==> src/rtl/fpu_writeback_stage.sv <==
// FPU writeback stage: runs the exec element one op at a time and queues its results
// for the FP register-file write port. Optional combinational bypass: FPU_WB_BYPASS_EN.
module fpu_writeback_stage #(
  parameter int DEPTH  = 2,
  parameter int DATA_W = 32,
  parameter int REG_W  = 5
) (
  input  logic              clk,
  input  logic              reset,
  input  logic              issue_valid,
  input  logic [REG_W-1:0]  issue_fd,
  output logic              issue_ready,
  output logic              elem_reset,
  input  logic              elem_completed,
  input  logic [DATA_W-1:0] elem_out,
  output logic              wb_valid,
  output logic [REG_W-1:0]  wb_fd,
  output logic [DATA_W-1:0] wb_data,
  input  logic              wb_ready,
  output logic              busy
);
  localparam int PW = $clog2(DEPTH);
  localparam int CW = $clog2(DEPTH + 1);

  typedef struct packed {
    logic [REG_W-1:0]  fd;
    logic [DATA_W-1:0] data;
  } wb_ent_t;

  typedef enum logic {IDLE, RUN} state_t;

  state_t           state;
  logic [REG_W-1:0] pend_fd;
  wb_ent_t          mem [DEPTH];
  logic [PW-1:0]    wr_ptr, rd_ptr;
  logic [CW-1:0]    count;
  wb_ent_t          hold;
  wb_ent_t          head;
  logic             fifo_nempty, done, byp, push, pop, accept;

  assign fifo_nempty = (count != '0);
  assign done        = (state == RUN) && elem_completed;

`ifdef FPU_WB_BYPASS_EN
  assign byp = done && !fifo_nempty;
`else
  assign byp = 1'b0;
`endif

  // Gated by reset so the dispatcher sees no acceptance while the stage is held.
  assign issue_ready = reset && (state == IDLE) && (count < CW'(DEPTH));
  assign accept      = issue_valid && issue_ready;
  assign elem_reset  = (state != RUN);
  assign busy        = (state == RUN) || fifo_nempty;

  always_comb begin
    head = hold;
    if (byp)              head = '{fd: pend_fd, data: elem_out};
    else if (fifo_nempty) head = mem[rd_ptr];
  end

  assign wb_valid = fifo_nempty || byp;
  assign wb_fd    = head.fd;
  assign wb_data  = head.data;

  // A bypassed result that is taken immediately never occupies a slot.
  assign push = done && !(byp && wb_ready);
  assign pop  = fifo_nempty && wb_ready;

  always_ff @(posedge clk or negedge reset) begin
    if (!reset) begin
      state   <= IDLE;
      pend_fd <= '0;
    end else begin
      case (state)
        IDLE: if (accept) begin
          pend_fd <= issue_fd;
          state   <= RUN;
        end
        RUN: if (elem_completed) state <= IDLE;
        default: state <= IDLE;
      endcase
    end
  end

  always_ff @(posedge clk or negedge reset) begin
    if (!reset) begin
      wr_ptr <= '0;
      rd_ptr <= '0;
      count  <= '0;
      hold   <= '0;
      for (int i = 0; i < DEPTH; i++) mem[i] <= '0;
    end else begin
      if (push) begin
        mem[wr_ptr] <= '{fd: pend_fd, data: elem_out};
        wr_ptr      <= wr_ptr + 1'b1;
      end
      if (pop) rd_ptr <= rd_ptr + 1'b1;
      if (push && !pop)      count <= count + 1'b1;
      else if (pop && !push) count <= count - 1'b1;
      // Keeps the write-port outputs stable at the last value once the queue drains.
      if (wb_valid && wb_ready) hold <= head;
    end
  end
endmodule

==> config.mk <==
export PLATFORM = sky130hd
export DESIGN_NAME = fpu_writeback_stage
export DESIGN_NICKNAME = d
export VERILOG_FILES = /design/src/rtl/fpu_writeback_stage.sv
export SDC_FILE = /design/constraint.sdc
export NUM_CORES = 1
export LEC_CHECK = 0
export ABC_CLOCK_PERIOD_IN_PS = 1700
export CORE_MARGIN = 1
export CORE_UTILIZATION = 35
export DETAILED_ROUTE_END_ITERATION = 10
export PLACE_DENSITY_LB_ADDON = 0.05
export SYNTH_ARGS = -nofsm -noshare
export SYNTH_HDL_FRONTEND = slang
export SYNTH_SLANG_ARGS = --single-unit
==> constraint.sdc <==
create_clock -name clk -period 1.7 [get_ports clk]
set_input_delay 0.17 -clock clk [delete_from_list [all_inputs] [get_ports clk]]
set_output_delay 0.17 -clock clk [all_outputs]
set_load 0.01 [all_outputs]
# Word level (Yosys, flattened, before mapping)
# Cells that the tools add are included.
dict set report totals {
  wordCells 48
  output_inout_bits 41
  register_bits 121
  input_bits 42
}
dict set report op_classes {
  n_reduce_logical 14
  bitwise_logic 3
  mux 12
  n_addsub 4
  order_cmp 4
}
# cell count
set ops {}
lappend ops {{$mux W37} 5}
lappend ops {{$bwmux W74} 1}
lappend ops {{$demux W37 S1} 1}
lappend ops {{$logic_and A1 B1 Y1} 8}
lappend ops {{$ge A2 B2 Y1 const B} 2}
lappend ops {{$mux W2} 2}
lappend ops {{$not A1 Y2} 2}
lappend ops {{$reduce_bool A2 Y1} 2}
lappend ops {{$add A1 B1 Y1 const B} 2}
lappend ops {{$add A2 B1 Y2 const B} 1}
lappend ops {{$logic_not A1 Y1} 2}
lappend ops {{$lt A2 B1 Y1 const B} 1}
lappend ops {{$lt A2 B2 Y1 const B} 1}
lappend ops {{$mux W1} 2}
lappend ops {{$pmux W1 S2} 1}
lappend ops {{$reduce_and A2 Y1} 1}
lappend ops {{$sub A2 B1 Y2 const B} 1}
lappend ops {{$logic_or A1 B1 Y1} 1}
lappend ops {{$not A1 Y1} 1}

# Logic depth before layout (Yosys ltp)
dict set report logic_depth {
  depth_word 6
  ltp_mapped 7
  mapped_depth_nobuf 5
}

# Worst setup path before layout
# Ideal clock, no wire load.
dict set report synth_timing {
  kind {reg-to-reg}
  from {reg count[0]}
  to {reg count[1]}
  stages_incl_launch_ff 8
  path_buffers 2
  t_required_ps 1575
  period_less_slack_ps 1576
  t_arrival_ps 1451
  setup_time_ps 125
  slack_ps 124
  path_cell_list {dfrtp_1 -> o21ai_1 -> buf_2 -> buf_2 -> ha_1 -> xor2_1 -> nor2_1 -> xor2_1}
}
dict set report synth_between {
  elab_chain_len 5
  word_cells_on_any_way 10
}
# element line_no
set synth_rtl {}
lappend synth_rtl {{start, declared} 36} ;# logic [CW-1:0] count;
lappend synth_rtl {{start signal, assigned} 99} ;# if (push && !pop) count <= count + 1'b1;
lappend synth_rtl {{start signal, assigned} 100} ;# else if (pop && !push) count <= count - 1'b1;
lappend synth_rtl {{parallel branches: the longest is 5 deep, another holds $sub A2 B1 Y2} n/a}
# Parallel ways; which one is timed is not known. The select of a mux whose other input is x is not followed.
# A chain may end at the register's enable or synchronous reset.

# Worst setup path after layout
dict set report layout_timing {
  from {reg count[0]}
  to {out wb_data[10]}
}
dict set report layout_between {
  elab_chain_len 2
}
# element line_no
set layout_rtl {}
lappend layout_rtl {{$reduce_bool A2 Y1} 41} ;# assign fifo_nempty = (count != '0);
lappend layout_rtl {{$mux W37} 59} ;# else if (fifo_nempty) head = mem[rd_ptr];
lappend layout_rtl {{end, declared} 18} ;# output logic [DATA_W-1:0] wb_data,
# No other way between the ends.

==> results.md <==
- Area Growth Syn to Fin: 48.1%
- Proportion of layout cells with a drive suffix above 1: 0.508
- Slowest CP cell: dfrtp_1
- Multi-input gate area: 2670 um2
- Gp weighted congestion: 0.690
- Final Max Slew Viols: 0
- Fin Hold WS: 0.376 ns
- Top Usage Layer GRT: met2
- Post-route DRC: 0
- Vias in the first global route: 3742
- Antenna violations before repair: 0
- Die Area: 15800 um2
- Largest net degree at the start of global routing: 122
- First-pass GRT wire length: 20400 um
- Setup_tns: -4.02 ns
- Combinational share of power: 0.480
- # IOs: 83
- # rows: 44
- Crit path cell chain: or2_4 > buf_6 > clkbuf_16 > a21oi_1 > buf_2
- CP startpoint kind: flop
- Clock skew: 0.00608 ns
- DRT antenna net count: 0
- CP Max Fanout: 6
- Max incr delay on CP: 0.39 ns
- GRT overflow: 0
- Maxcap violations: 0
- Clock slew at reported path FFs: 0.05 ns
- Failing checks: setup timing
- Die width: 126 um
- Met2 usage in global routing: 0.269
- CTS tree: built
- Sequential element share of the synthesized area: 0.565
- Clock Latency Late Sink: 0.41 ns
- Num CTS Buffers: 17
- Sequential power share: 0.298
- Synthesized flop and latch total: 121
- DP Wirelength: 7570 um
- Ant diodes: 0
- Clock root cell: clkbuf_16
- Yosys warning total: 0
- Longest Clk Path Bufs: 2
- Crit path kind: reg -> out
- DR WL/cell: 18.7 um
- Via/cell ratio: 4.96
- Fin nets: 587
- Synth cell types: 26
- Worst endpoint required time: 1.53 ns
- Syn_area_per_cell: 12.4 um2
- Cells after synthesis: 431
- Slew @ Worst Pin: 0.703 ns
- Worst setup EP type: output pin
- Initial DRC Count: 206
- RSZ-0062 raised after global routing: true
- # fillers: 1282
- Met1 usage: 0.224
- PD cells: 2270 nW/um2
- Slew margin rel.: 0.531
- Mapped Nets: 474
- Die height: 126 um
- Hold WC Path Type: in -> reg
- Port Buffers: 82
- Post-Syn Area: 5360 um2
- Final hold vios: 0
- Post-route minimum period: 1.91 ns
- H-tree levels: 4
- Setup Viol. Count Final: 37
- Sw frac: 0.349
- Clock network power share: 0.222
- Total track usage: 0.170
- Final worst path period share: 1.12
- F_max: 524 MHz
- Top delay family on crit path: buffers and inverters
- Net Switching: 0.00628 W
- Leak pwr: 3.55 nW
- CORE AREA: 14800 um2
- Worst setup margin: -0.208 ns
- GR Util met3: 0.0531
- Buf+Inv Stages, Crit Path: 3
- Max IR drop VDD: 0.00109 V
- Drt first pass iters: 4
- Status: finished, violations left
- Worst EP arrival: 1.74 ns
- Register area: 3030 um2
- Cell Int Power: 0.0117 W
- Vias: 3676
- Clock Sinks: 121
- Initial core utilization: 0.363
- Post-Route WL: 13900 um
==> area by class of cell <==
class / count / area share
Sequential cell: 121 / 0.382
Multi-Input combinational cell: 281 / 0.336
Timing Repair Buffer: 122 / 0.169
Clock buffer: 20 / 0.0588
Tap cell: 184 / 0.0290
Clock inverter: 12 / 0.0246
Inverter: 1 / 0.000473
==> per-stage QoR <==
step	area, um2	setup slack [ns]	total power, W	util	cells
floorplan	5360	0.124	0.00887	-	431
global placement	6550	-0.154	0.0118	0.444	691
detailed placement	6550	-0.159	0.0120	0.444	691
CTS	7330	-0.246	0.0161	0.497	728
global route	7930	-0.259	0.0190	0.538	741
finish	7930	-0.208	0.0180	0.538	741
==> layout by cell type, fill, tap and decap left out, types with 12 or more instances in the layout <==
cell type,n
dfrtp_1,120
mux2_2,49
clkdlybuf4s50_1,40
nand2_1,37
o21ai_0,37
buf_2,34
mux2_4,30
a21oi_2,26
clkbuf_16,24
nor2_2,16
buf_12,14
mux2i_4,13
nor2_4,13
mux2i_1,12
mux2i_2,12
==> layer usage <==
layer	share of wire	wire, um
met2	0.48	6650
met3	0.043	601
met1	0.47	6510
met5	0	0
met4	0.0086	120
==> synth_stat cells <==
master      n  area, um2
dfrtp_1   121       3030
mux2_2     49        552
nor2_1     38        143
a21oi_1    37        185
mux2i_1    37        370
nand2_1    37        139
o21ai_0    37        185
mux2_4     30        450
buf_2      11       55.1
buf_4       5       37.5
buf_6       5       56.3
clkbuf_1    5       18.8
xor2_1      3       26.3
and2_1      2       12.5
buf_1       2       7.51
xnor2_1     2       17.5
clkbuf_2    1       5.00
ha_1        1       12.5
inv_1       1       3.75
nand2_4     1       11.3
nand2b_2    1       8.76
nor3b_1     1       7.51
o21ai_1     1       5.00
o21bai_1    1       7.51
or2_2       1       6.26
or3_1       1       6.26
==> cells by family after synthesis <==
family | Yosys count | share of synthesized area
AOI/OAI and AO/OA | 76 | 0.0715
DFF | 121 | 0.565
and+or+nand+nor | 82 | 0.0624
buffers and inverters | 30 | 0.0343
adders and majority gates | 1 | 0.00233
muxes | 116 | 0.256
xor gates and xnor gates | 5 | 0.00818
==> what timing repair did <==
action	in CTS	in global routing
hold endpoints to repair	121	0
pin swaps	1	12
resized for setup	124	172
buffers inserted	2	3
hold buffers	1	0
setup endpoints to repair	40	41
cloned	2	10
==> worst register-to-register path, cell delays in order (launching register included) <==
cell and delay, ns:
dfrtp_1 0.39, buf_4 0.16, nor3b_2 0.19, buf_4 0.14, and2_1 0.14, buf_4 0.13
mux2_2 0.33
==> flip-flops by register name (all words and copies together), names as in the netlist <==
| register | flops |
|---|---|
| state | 1 |
| rd_ptr | 1 |
| pend_fd | 5 |
| count | 2 |
| hold | 37 |
| wr_ptr | 1 |
| mem | 74 |
==> path summary, 6_finish.rpt <==
path                          endpoint            from  slack, ns  depth (start not counted)
max in group asynchronous       rd_ptr           reset       0.66                          3
min in group asynchronous      mem[45]           reset       0.44                          3
max reg2reg                 pend_fd[1]        count[1]       0.11                          6
min                              state  elem_completed       0.38                          2
min reg2reg                   hold[11]        hold[11]       0.48                          2
max                        wb_data[10]        count[0]      -0.21                          5
==> power by group through the flow <==
stage          clock, W  sequential, W  combinational (W)
2_1_floorplan         0        0.00485            0.00402
3_3_place_gp          0        0.00500            0.00685
3_5_place_dp          0        0.00506            0.00693
4_1_cts         0.00408        0.00507            0.00692
5_1_grt         0.00422        0.00553            0.00928
6_report        0.00401        0.00536            0.00864
Note: power is estimated with default switching activity, not from simulation.
==> variant 1, RTL diff (same settings) <==
Build with the macro `FPU_WB_BYPASS_EN` defined.
--- a/src/rtl/fpu_writeback_stage.sv
+++ b/src/rtl/fpu_writeback_stage.sv
@@ -1,4 +1,6 @@
 // FPU writeback stage: runs the exec element one op at a time and queues its results
 // for the FP register-file write port. Optional combinational bypass: FPU_WB_BYPASS_EN.
+`define FPU_WB_BYPASS_EN
+
 module fpu_writeback_stage #(
   parameter int DEPTH  = 2,
Function: changed (a bounded check fails within 4 cycles, from zero or initial values and one cycle with reset low).
==> variant 1 against the unedited design <==
The flow still finishes with violations (negative setup slack); sequential cell count did not move; setup slack got worse by 0.054 ns; design area rose by 21%; critical path depth rose by 1; clock power fell by 8.7%; total power rose by 14%; wire length rose by 38%; synthesized cell count rose by 22%; via count rose by 36%; fmax fell by 2.7%; global-route usage rose by 4.2 points; synthesized area rose by 10%; largest power group unchanged; highest routed layer unchanged.
==> variant 1: results (changes against the unedited design) <==
CTS buffer count -> 17 (unchanged)
Metal-1 WL -> 9178 µm (was 6509 µm)
Detail Route met2 WL -> 9161 µm (was 6653 µm)
CP max stage delay -> 0.45 ns (was 0.39 ns)
DR vias/cell -> 5.233 (was 4.961)
synth warn -> 0 (unchanged)
post-synthesis mux area share -> 22.10% (was 25.62%)
CP max-delay cell -> dfrtp_2 (was dfrtp_1)
Final WS setup -> -0.2614 ns (was -0.2075 ns)
uppermost layer routed -> met4 (unchanged)
maximum VDD drop -> 968.4 µV (was 1094 µV)
post-synthesis adder-cell area fraction -> 0.2117% (was 0.2335%)
commonest cells in the netlist -> dfrtp_1, mux2_2, nand2_1, nor2_1 (was dfrtp_1, mux2_2, nor2_1)
Setup Buffers After CTS -> 15 (was 2)
status -> finished, violations left (unchanged)
WL final -> 19230 µm (was 13880 µm)
RR Startpoint -> state (was count[1])
min-delay src -> wb_ready (was elem_completed)
xor and xnor area share after synthesis -> 0.7411% (was 0.8174%)
ratio of cells with drive above 1 in the final layout -> 54.89% (was 50.81%)
# resized after CTS -> 254 (was 124)
met3 wire len -> 587 µm (was 601 µm)
arrival time worst endpoint -> 1.79 ns (was 1.74 ns)
global-route wire length before repair -> 28600 µm (was 20360 µm)
sequential-to-total area share from yosys stat -> 51.24% (was 56.52%)
critical path launch point -> rd_ptr (was count[0])
vias in the first global route -> 5108 (was 3742)
met2 Usage GRT -> 33.66% (was 26.90%)
Pleak -> 4.280 nW (was 3.551 nW)
clock skew -> 0.005846 ns (was 0.006078 ns)
fraction of the mapped netlist area in compound gates -> 14.29% (was 7.146%)
grt met1 use -> 28.91% (was 22.36%)
top flop regs -> mem: 74 flops, hold: 37 flops, pend_fd: 5 flops (unchanged)
clock buffer depth -> 2 (unchanged)
ranking of synthesized cells by area -> dfrtp_1, mux2_2, a2bb2oi_1 (was dfrtp_1, mux2_2, mux2_4)
pre-CTS WS -> -0.4826 ns (was -0.1588 ns)
asr flop ratio synth -> 100.0% (unchanged)
first drt pass iteration count -> 4 (unchanged)
1st-iter DRT viols -> 251 (was 206)
DP HPWL -> 10110 µm (was 7567 µm)
root buf cell -> clkbuf_16 (unchanged)
type of the worst min-delay path -> in -> reg (unchanged)
fin nets -> 767 (was 587)
Final Setup Violations -> 96 (was 37)
Relative slew margins -> 55.01% (was 53.14%)
Placer Congestion -> 0.7400 (was 0.6903)
failing checks -> negative setup slack (unchanged)
Post-Syn Nets -> 568 (was 474)
Clock Latency Late Sink -> 0.41 ns (about the same)
grt met3 use -> 3.922% (was 5.310%)
GRT Overall Usage -> 21.12% (was 16.96%)
Reg clk slew, reported paths -> 0.06 ns
CP delay by family, top -> flip-flops (was buffers and inverters)
Worst Path Max Fanout -> 8 (was 6)
initial antenna violation count -> 0 (unchanged)
## variant 1: cell types whose count changed after synthesis, sizes merged, moves of 19 or more
| cell | delta |
|---|---|
| a31oi | +37 |
| o21ai | -37 |
| mux2 | +37 |
| nand2 | +39 |
| o22ai | +37 |
| clkbuf | +19 |
| a21oi | -35 |
| a2bb2oi | +37 |
| mux2i | -37 |
## variant 1: stage by stage
stage | area (µm²) | power, mW | std cells | setup TNS, ns | util [%]
floorplan | 5914 | 10.18 | 525 | 0 | -
global placement | 7522 | 13.68 | 861 | -32.28 | 45.52
detailed placement | 7522 | 13.84 | 861 | -35.52 | 45.52
CTS | 8733 | 18.23 | 915 | -15.85 | 52.85
global route | 9597 | 21.72 | 956 | -19.44 | 58.08
finish | 9597 | 20.49 | 956 | -11.96 | 58.08
## variant 1: path summary, 6_finish.rpt
| path | endpoint | slack [ns] | cells past startpoint |
|---|---|---|---|
| worst min register to register | mem[18] | 0.50 | 1 |
| max in group asynchronous | hold[25] | 0.75 | 3 |
| worst max-delay path | wb_data[12] | -0.26 | 6 |
| worst min-delay path | hold[27] | 0.20 | 2 |
| worst max register to register | mem[66] | -0.20 | 8 |
| min in group asynchronous | mem[10] | 0.44 | 3 |
## variant 1: cell type report
class / count / area, µm²
Fill cell: 1367 / 6928
Multi-Input combinational cell: 360 / 3400
Sequential cell: 121 / 3029
Timing Repair Buffer: 223 / 2300
Clock buffer: 21 / 460.4
Tap cell: 220 / 275.3
Clock inverter: 10 / 125.1
Inverter: 1 / 7.507
## variant 1: power by group
part	leakage, nW	internal [mW]	switching (mW)
sequential	1.44	4.35	0.905
combinational	2.54	6.69	4.89
clock	0.296	2.36	1.30
==> variant 2, RTL diff (same settings) <==
Made on the original files. Make the reset (`reset`) synchronous in 2 clocked blocks.
--- a/src/rtl/fpu_writeback_stage.sv
+++ b/src/rtl/fpu_writeback_stage.sv
@@ -68,5 +68,5 @@
   assign pop  = fifo_nempty && wb_ready;
 
-  always_ff @(posedge clk or negedge reset) begin
+  always_ff @(posedge clk) begin
     if (!reset) begin
       state   <= IDLE;
@@ -84,5 +84,5 @@
   end
 
-  always_ff @(posedge clk or negedge reset) begin
+  always_ff @(posedge clk) begin
     if (!reset) begin
       wr_ptr <= '0;
Behaviour: differs if reset is asserted again (counterexample within 4 cycles, from zero or initial values and one cycle with reset low); with reset held inactive, the same outputs for 10 cycles.
==> variant 2 against the unedited design <==
The flow finishes with violations (design-rule violations, negative setup slack); setup slack gained 0.089 ns; first-iteration DRC count fell by 18%; synthesized area shrank 0.56%; wire length is 1.8% lower; hold slack lost 0.24 ns; global-route usage down 0.14 points; design area is 2.9% higher; clock skew barely moved; sequential cell count increased by 1; total power fell by 17%; critical path type unchanged; largest cell class unchanged.
==> variant 2: results (changes against the unedited design) <==
GRT Overall Usage -> 16.82% (was 16.96%)
1st-iter DRT viols -> 168 (was 206)
arrival time worst endpoint -> 1.65 ns (was 1.74 ns)
largest net degree at the start of global routing -> 76 (was 122)
Worst Path Max Fanout -> 9 (was 6)
first drt pass iteration count -> 9 (was 4)
fin nets -> 638 (was 587)
grt met1 use -> 20.67% (was 22.36%)
Non-Filler Instances -> 792 (was 741)
ratio of cells with drive above 1 in the final layout -> 43.59% (was 50.81%)
area leader, netlist -> edfxtp_1 (was dfrtp_1)
met3 wire len -> 402 µm (was 601 µm)
status -> finished, violations left (unchanged)
Final Setup Violations -> 34 (was 37)
Yosys top cell area share -> 41.71% (was 56.52%)
EDFF count, synth -> 74 (was 0)
Reg2Reg Capture Point -> hold[5] (was pend_fd[1])
failing checks -> design-rule violations, negative setup slack (was negative setup slack)
CP max-delay cell -> dfxtp_2 (was dfrtp_1)
sequential-to-total area share from yosys stat -> 59.75% (was 56.52%)
setup_tns -> -2.680 ns (was -4.022 ns)
asr flop ratio synth -> 0% (was 100.0%)
Pleak -> 3.503 nW (was 3.551 nW)
met2 Usage GRT -> 27.70% (was 26.90%)
Final WS setup -> -0.1189 ns (was -0.2075 ns)
vias in the first global route -> 3683 (was 3742)
distinct cell type count after synthesis -> 30 (was 26)
CP endpoint -> wb_data[8] (was wb_data[10])
grt met3 use -> 4.279% (was 5.310%)
DP HPWL -> 7622 µm (was 7567 µm)
Placer Congestion -> 0.7177 (was 0.6903)
R2R setup slack -> 0.27 ns (was 0.11 ns)
Metal-1 WL -> 6047 µm (was 6509 µm)
Detail Route met2 WL -> 6987 µm (was 6653 µm)
Residual DRC -> 3 (was 0)
vias -> 3887 (was 3676)
[variant 2: cell count changes after synthesis, moves of 5 or more]
cell	before	now
o211a_1	0	37
o21ai_0	37	6
clkbuf_1	5	10
edfxtp_1	0	74
and2_2	0	22
mux2_2	49	0
dfrtp_1	121	0
dfxtp_1	0	48
nand2_1	37	47
and2_1	2	56
mux2_4	30	0
[variant 2: cells by family (layout without fill, tap and decap cells)]
group	after synthesis	after routing	share of synthesized area, %
buf+inv	37	188	3.734
xor+xnor	4	4	0.6577
compound gates	84	84	11.55
fa+ha+maj	1	1	0.2348
flops	122	122	59.75
mux	37	37	6.952
simple gates	172	172	17.12
[variant 2: worst min path at each step]
stage	from	to	slack [ns]
after floorplan	issue_fd[0]	pend_fd[0]	0.28
after global placement	pend_fd[0]	pend_fd[0]	0.45
after detailed placement	pend_fd[3]	pend_fd[3]	0.46
after CTS	reset	count[0]	0.12
after global routing	reset	count[0]	0.13
final	reset	count[0]	0.14
[variant 2: repair_timing]
| item | 4_1_cts | 5_1_grt |
|---|---|---|
| gates resized for setup | 124 | 210 |
| gates cloned | 0 | 8 |
| endpoints found under the setup margin | 40 | 38 |
| setup buffers | 2 | 36 |
| hold buffers | 0 | 0 |
| hold endpoints to repair | 0 | 0 |
| pin swaps | 1 | 3 |
[variant 2: report_power, final]
group	internal [mW]	switching, mW	total [mW]	leakage, nW
sequential	3.60	0.369	3.97	1.16
combinational	4.05	3.60	7.65	2.07
clock	2.11	1.23	3.34	0.271
total	9.76	5.20	15.0	3.50
[variant 2: cell type report]
class                   instances  area [µm²]
inverters                       3       11.26
multi-input cells             298        2654
fillers                      1266        6531
clock buffers                  19       432.9
well taps                     184       230.2
flip-flops and latches        122        3189
clock inverters                13       108.9
repair buffers                153        1541
